[config.mk]
export PLATFORM = sky130hd
export DESIGN_NAME = branch_predictor
export DESIGN_NICKNAME = d
export VERILOG_FILES = /design/src/rtl/bp_pkg.sv /design/src/rtl/bp_sat_ctr.sv /design/src/rtl/branch_predictor.sv
export SDC_FILE = /design/constraint.sdc
export NUM_CORES = 1
export LEC_CHECK = 0
export ABC_AREA = 1
export CAP_MARGIN = 20
export CORE_MARGIN = 2
export CORE_UTILIZATION = 40
export CTS_CLUSTER_SIZE = 30
export DETAILED_ROUTE_END_ITERATION = 12
export DONT_BUFFER_PORTS = 1
export GPL_ROUTABILITY_DRIVEN = 0
export HOLD_SLACK_MARGIN = 0.03
export PLACE_DENSITY_LB_ADDON = 0.05
export SETUP_SLACK_MARGIN = 0.05
export SLEW_MARGIN = 30
export SYNTH_ARGS = -nofsm -noshare
export SYNTH_HDL_FRONTEND = slang
export SYNTH_SLANG_ARGS = --single-unit
[constraint.sdc]
create_clock -name clk -period 2.4 [get_ports clk]
set_clock_uncertainty 0.15 [all_clocks]
set_input_delay 0.6 -clock clk [delete_from_list [all_inputs] [get_ports clk]]
set_output_delay 0.6 -clock clk [all_outputs]
set_load 0.03 [all_outputs]
[src/rtl/bp_pkg.sv]
// Shared types and helpers for the gshare branch predictor:
// the 2-bit counter encoding, default geometry and saturating step functions.
package bp_pkg;

  localparam int DEF_IDX_W = 6;
  localparam int DEF_GHR_W = 6;

  typedef enum logic [1:0] {
    SNT = 2'b00,
    WNT = 2'b01,
    WT  = 2'b10,
    ST  = 2'b11
  } ctr_t;

  // Step toward strongly-taken, holding at ST.
  function automatic ctr_t sat_inc(input ctr_t c);
    ctr_t r;
    if (c == ST) r = ST;
    else         r = ctr_t'(c + 2'd1);
    return r;
  endfunction

  // Step toward strongly-not-taken, holding at SNT.
  function automatic ctr_t sat_dec(input ctr_t c);
    ctr_t r;
    if (c == SNT) r = SNT;
    else          r = ctr_t'(c - 2'd1);
    return r;
  endfunction

endpackage

[src/rtl/bp_sat_ctr.sv]
// One 2-bit saturating direction counter. Loads RESET_VAL while rst_n is
// low and steps up (inc=1) or down (inc=0) on edges where en is high.
module bp_sat_ctr
  import bp_pkg::*;
#(
  parameter logic [1:0] RESET_VAL = 2'b01
) (
  input  logic       clk,
  input  logic       rst_n,
  input  logic       en,
  input  logic       inc,
  output logic [1:0] ctr
);

  ctr_t ctr_q;

  // Counter state: async reset, saturating step when enabled.
  always_ff @(posedge clk or negedge rst_n) begin
    if (!rst_n) begin
      ctr_q <= ctr_t'(RESET_VAL);
    end else if (en) begin
      ctr_q <= inc ? sat_inc(ctr_q) : sat_dec(ctr_q);
    end
  end

  assign ctr = ctr_q;

endmodule

[src/rtl/branch_predictor.sv]
// gshare conditional-branch direction predictor.
// Fetch side: predIdx = fetchPc[IDX_W+1:2] ^ ghr, predTaken = counter MSB,
// both purely combinational. Resolve side: an unkilled resolved branch
// (upd = updValid & ~updKill) trains table[updIdx] and shifts the outcome
// into the non-speculative global history. A write and a read of the same
// entry in one cycle are not bypassed: the read sees the old counter.
// Optional macro BRANCH_PREDICTOR_STATS_EN enables saturating resolved-branch
// and mispredict counters; without it brCount/mispCount are constant zero.
module branch_predictor
  import bp_pkg::*;
#(
  parameter int         IDX_W     = DEF_IDX_W,
  parameter int         GHR_W     = DEF_GHR_W,
  parameter logic [1:0] RESET_CTR = 2'b01
) (
  input  logic             clk,
  input  logic             rst_n,
  input  logic [31:0]      fetchPc,
  output logic             predTaken,
  output logic [IDX_W-1:0] predIdx,
  input  logic             updValid,
  input  logic             updTaken,
  input  logic             updPredTaken,
  input  logic [IDX_W-1:0] updIdx,
  input  logic             updKill,
  output logic             mispredict,
  output logic [31:0]      brCount,
  output logic [31:0]      mispCount
);

  localparam int DEPTH = 1 << IDX_W;

  if (GHR_W > IDX_W || GHR_W < 1) begin : g_bad_cfg
    $error("branch_predictor: GHR_W must be in 1..IDX_W");
  end

  logic             upd;
  logic [GHR_W-1:0] ghr;
  logic [IDX_W-1:0] ghr_ext;
  logic [1:0]       ctr_q [DEPTH];
  logic             unused_pc;

  // Killed branches (flush/interrupt) neither train nor report.
  assign upd        = updValid & ~updKill;
  assign mispredict = upd & (updTaken != updPredTaken);

  // History occupies the low bits of the index; upper bits come from PC only.
  assign ghr_ext   = IDX_W'(ghr);
  assign predIdx   = fetchPc[IDX_W+1:2] ^ ghr_ext;
  assign predTaken = ctr_q[predIdx][1];

  // PC bits outside the index window do not participate in the lookup.
  assign unused_pc = &{1'b0, fetchPc[31:IDX_W+2], fetchPc[1:0]};

  // One saturating counter per table entry, written only at updIdx.
  for (genvar i = 0; i < DEPTH; i++) begin : g_table
    bp_sat_ctr #(
      .RESET_VAL (RESET_CTR)
    ) u_ctr (
      .clk   (clk),
      .rst_n (rst_n),
      .en    (upd && (updIdx == IDX_W'(i))),
      .inc   (updTaken),
      .ctr   (ctr_q[i])
    );
  end

  if (GHR_W == 1) begin : g_ghr_1
    // Single-bit history simply records the last resolved outcome.
    always_ff @(posedge clk or negedge rst_n) begin
      if (!rst_n)   ghr <= '0;
      else if (upd) ghr <= updTaken;
    end
  end else begin : g_ghr_n
    // Shift the resolved outcome into the history LSB.
    always_ff @(posedge clk or negedge rst_n) begin
      if (!rst_n)   ghr <= '0;
      else if (upd) ghr <= {ghr[GHR_W-2:0], updTaken};
    end
  end

`ifdef BRANCH_PREDICTOR_STATS_EN
  logic [31:0] br_cnt;
  logic [31:0] misp_cnt;

  // Saturating event counters: they stick at all-ones instead of wrapping.
  always_ff @(posedge clk or negedge rst_n) begin
    if (!rst_n) begin
      br_cnt   <= '0;
      misp_cnt <= '0;
    end else begin
      if (upd && (br_cnt != 32'hFFFF_FFFF))
        br_cnt <= br_cnt + 32'd1;
      if (mispredict && (misp_cnt != 32'hFFFF_FFFF))
        misp_cnt <= misp_cnt + 32'd1;
    end
  end

  assign brCount   = br_cnt;
  assign mispCount = misp_cnt;
`else
  assign brCount   = 32'h0;
  assign mispCount = 32'h0;
`endif

endmodule
# After elaboration in Yosys (flattened, before gate mapping)
# Index checks and enable logic that the tools add are counted.
# classes
reduce_logical	129
n_addsub	128
magnitude_cmp	1
bitwise_logic	5
n_eq_ne	128
muxes	195
# ops
op	count
$mux 2	194
$eq 6x6->1 const B	32
$add 2x1->2 const B	64
$eq 2x2->1 const B	64
$logic_not 2->1	64
$sub 2x1->2 const B	64
$eq 6x5->1 const B	16
$logic_and 1x1->1	64
$eq 6x4->1 const B	8
$eq 6x3->1 const B	4
$bmux 2 s6	1
$eq 6x2->1 const B	2
$ge 7x7->1 const B	1
$not 6->7	1
$eq 6x1->1 const B	1
$logic_not 6->1	1
$xor 6x6->6	1
$and 1x1->1	2
$ne 1x1->1	1
$not 1->1	1
# totals
elab_cells	651
register_bits	134

# Logic depth before layout (Yosys ltp)
# depth
word_depth	5
depth_mapped	11
mapped_depth_nobuf	10

# Hierarchy
# Synthesis repeated with hierarchy kept, for this count alone.
# unflattened
cells_unflattened	1369
area_unflattened_um2	8645.8
# by_module_without_submodules
module	cells_per_inst	instances	area_each_um2
bp_sat_ctr	15	64	102.6
branch_predictor	409	1	2079.5

# Least setup slack after synthesis
# OpenSTA, ideal clock, no wires.
# synth_path
kind	input to output
from	input fetchPc[4]
to	output predTaken
arrival_ns	1.948
required_ns	1.650
path_buffers	0
stages	7
path_slack_ns	-0.298
path_cell_list	xnor2_2 clkinv_1 nand3_1 nand3_1 nand3_1 nand3_1 nand2_1
# synth_between
elab_chain_cells	5
# synth_rtl
item	line_no	rtl
start: declaration	branch_predictor.sv:18	input logic [31:0] fetchPc,
$xor 6x6->6	branch_predictor.sv:49	assign predIdx = fetchPc[IDX_W+1:2] ^ ghr_ext;
net predIdx[2]	branch_predictor.sv:20	output logic [IDX_W-1:0] predIdx,
$not 6->7 (not written as such)	branch_predictor.sv:50	assign predTaken = ctr_q[predIdx][1];
$bmux 2 s6	branch_predictor.sv:50	
$mux 2 (not written as such) (2 in a row)	branch_predictor.sv:50	
end: declaration	branch_predictor.sv:19	output logic predTaken,
# The timed path passes the listed nets, and every way through them passes these cells. The select of a mux whose other input is x is not followed.

# Worst setup path after layout
# layout_path
from	register ghr[0]
to	output predTaken
# layout_between
elab_chain_cells	5
# layout_rtl
item	line_no	rtl
start: declaration	branch_predictor.sv:38	logic [GHR_W-1:0] ghr;
start signal: assignment	branch_predictor.sv:78	else if (upd) ghr <= {ghr[GHR_W-2:0], updTaken};
$xor 6x6->6	branch_predictor.sv:49	
$not 6->7 (not written as such)	branch_predictor.sv:50	
$bmux 2 s6	branch_predictor.sv:50	
$mux 2 (not written as such) (2 in a row)	branch_predictor.sv:50	
# Every way passes these cells. The select of a mux whose other input is x is not followed.

==> summary.txt <==
period utilization: 1.14
DRC: 0
worst slack, placed: -0.176 ns
Max Freq: 366 MHz
RR Endpoint: g_table[13].u_ctr.ctr[0]
Mean Syn Cell Area: 7.76 µm²
worst min path class: in -> async
Worst Reg-to-Reg Cells: 5
final hold viol count: 134
first-pass GRT wire length: 34.5 mm
area leader, netlist: dfrtp_1
Reg clk slew, reported paths: 0.06 ns
Final setup viols: 2
RSZ-0062 raised after global routing: true
Rows: 51
Die Wd: 146 µm
Root Buffer: clkbuf_16
pin count of the biggest net entering global routing: 135
first drt pass iteration count: 5
CP required: 1.65 ns
WL final: 21.7 mm
I/O Buffers: 0
Placed Cells: 1310
fin. max-slew vios: 0
initial core utilization: 0.410
core area: 19600 µm²
Fin Hold WS: -0.285 ns
H-tree Lvls: 4
Synth area leaders: dfrtp_1 22%, dfstp_2 21%, nand2_1 11%
share of layout cells above drive strength 1: 0.202
Iter 0 DRT Violations: 438
sequential area share after synthesis: 0.427
critical-path maximum fanout: 8
Leak: 4.19 nW
io pins: 116
synth unique cells: 28
min setup slack post-route: -0.331 ns
#FFs+latches synth: 134
Reg2Reg Setup Slack: 1.20 ns
outcome: finished with violations
CTS Buf Count: 17
initial antenna violation count: 0
IR drop worst, VDD: 0.446 mV
via count: 6738
worst skew pair latency: 0.43 ns
Die Area: 21200 µm²
post-synthesis cell area: 8040 µm²
Max Root-Sink Buffers: 2
r2r startpoint: g_table[13].u_ctr.ctr[0]
Critical Path Sink Type: output pin
Finished Layout Cells: 1350
fin crit period: 2.73 ns
post-route ant nets: 0
CTS sink cnt: 134
net total in the final layout: 1117
crit path DAT: 1.98 ns
DR vias/cell: 4.99
DP HPWL: 14.5 mm
vias in the first global route: 6310
Avg WL per Cell: 16.1 µm
Area after DPL: 8360 µm²
Mapped Cells: 1036
GRT overflow: 0
GRT Util Overall: 0.209
area fraction of the dominant cell type after synthesis: 0.218
failing checks: negative hold slack, negative setup slack
Synth Warn #: 0
Design Area, Final: 9450 µm²
TritonCTS clock tree: done
Core Util, Final: 0.482
startpoint types: flip-flop
Area Overhead vs Synth: 17.5%
Die Height: 146 µm
crit path kind: reg -> out
Antenna Cells: 0
maxcap violations: 0
PD cells: 758 nW/µm²
## per-stage QoR
stage | TNS, ns | hold slack, ns | power (W)
2_1_floorplan | -0.00143 | 0.154 | 0.00379
3_3_place_gp | -0.161 | 0.157 | 0.00413
3_5_place_dp | -0.176 | 0.158 | 0.00415
4_1_cts | -0.339 | -0.304 | 0.00707
5_1_grt | -0.480 | -0.305 | 0.00751
6_report | -0.340 | -0.285 | 0.00716
## power breakdown
group | leakage [nW] | switching (W) | internal [W]
combinational | 2.30 | 0.00105 | 0.000589
clock | 0.292 | 0.00105 | 0.00173
sequential | 1.60 | 0.000156 | 0.00258
total | 4.19 | 0.00226 | 0.00490
## layout make-up
| type | instances | area [µm²] |
|---|---|---|
| Clock buffer | 18 | 429 |
| Multi-Input combinational cell | 723 | 3970 |
| Tap cell | 265 | 332 |
| Timing Repair Buffer | 42 | 497 |
| Inverter | 155 | 597 |
| Sequential cell | 134 | 3440 |
| Clock inverter | 13 | 184 |
| Fill cell | 1925 | 10100 |
## synth_stat cells
| library cell | number |
|---|---|
| nor2_2 | 3 |
| buf_2 | 7 |
| dfstp_2 | 64 |
| a32o_1 | 34 |
| maj3_1 | 14 |
| nor2_1 | 63 |
| o211ai_1 | 34 |
| buf_6 | 2 |
| nor3_4 | 3 |
| mux2i_1 | 6 |
| nand3_1 | 69 |
| xor2_2 | 1 |
| conb_1 | 1 |
| xnor2_1 | 4 |
| xnor2_2 | 2 |
| nor2_4 | 8 |
| inv_1 | 150 |
| buf_4 | 64 |
| inv_2 | 3 |
| nand2_1 | 234 |
| inv_4 | 1 |
| a31oi_1 | 2 |
| clkinv_1 | 1 |
| a21oi_1 | 15 |
| o31ai_1 | 2 |
| o21ai_0 | 165 |
| clkbuf_1 | 14 |
| dfrtp_1 | 70 |
## worst max-delay path, stage by stage (launching register included)
cell and delay (ns):
dfrtp_1 0.42, inv_2 0.13, nand2_4 0.08, nand2_8 0.13, buf_12 0.15, nand2_2 0.05
nand3_2 0.08, nand3_2 0.12, nand3_2 0.11, nand3_2 0.08, nand3_2 0.08, nand2_4 0.10
## layer usage
metal  track usage  wire length, µm
met3        0.0357              755
met2         0.340            10300
met4        0.0593              247
met1         0.289            10400
met5             0                0
## worst max-delay path by stage
stage	startpoint	endpoint	slack, ns
floorplan	fetchPc[4]	predTaken	-0.001
detailed placement	fetchPc[2]	predTaken	-0.18
finish	ghr[0]	predTaken	-0.33
global placement	fetchPc[2]	predTaken	-0.16
global route	ghr[0]	predTaken	-0.42
CTS	ghr[0]	predTaken	-0.34
## cell usage in the layout, fill, tap and decap left out, drive strengths merged
| cell | synthesis | routed |
|---|---|---|
| a21oi | 15 | 15 |
| a31oi | 2 | 2 |
| a32o | 34 | 34 |
| buf | 73 | 40 |
| bufinv | 0 | 4 |
| clkbuf | 14 | 20 |
| clkinv | 1 | 7 |
| clkinvlp | 0 | 3 |
| conb | 1 | 64 |
| dfrtp | 70 | 70 |
| dfstp | 64 | 64 |
| inv | 154 | 154 |
| maj3 | 14 | 14 |
| mux2i | 6 | 6 |
| nand2 | 234 | 234 |
| nand3 | 69 | 69 |
| nor2 | 74 | 74 |
| nor3 | 3 | 3 |
| o211ai | 34 | 34 |
| o21ai | 165 | 165 |
| o31ai | 2 | 2 |
| xnor2 | 6 | 6 |
| xor2 | 1 | 1 |
## what timing repair did
item	CTS	global route
pin swaps	6	17
setup endpoints to repair	2	5
gates cloned	2	2
buffers inserted	1	5
gates resized for setup	28	45
hold endpoints to repair	134	134
## cell families (layout without fill, tap and decap cells)
| family | after synthesis | after routing | synth area share |
|---|---|---|---|
| AOI/OAI and AO/OA | 252 | 252 | 0.190 |
| adders and majority gates | 14 | 14 | 0.0174 |
| muxes | 6 | 6 | 0.00747 |
| DFF | 134 | 134 | 0.427 |
| buffers and inverters | 242 | 228 | 0.146 |
| and+or+nand+nor | 380 | 380 | 0.201 |
| xor gates and xnor gates | 7 | 7 | 0.0104 |
| other | 1 | 64 | 0.000467 |
## flip-flops by register name (all words and copies together), names as in the netlist
signal and cells:
ghr 6, g_table.u_ctr.ctr 128
Power figures use the tool's default switching activity.
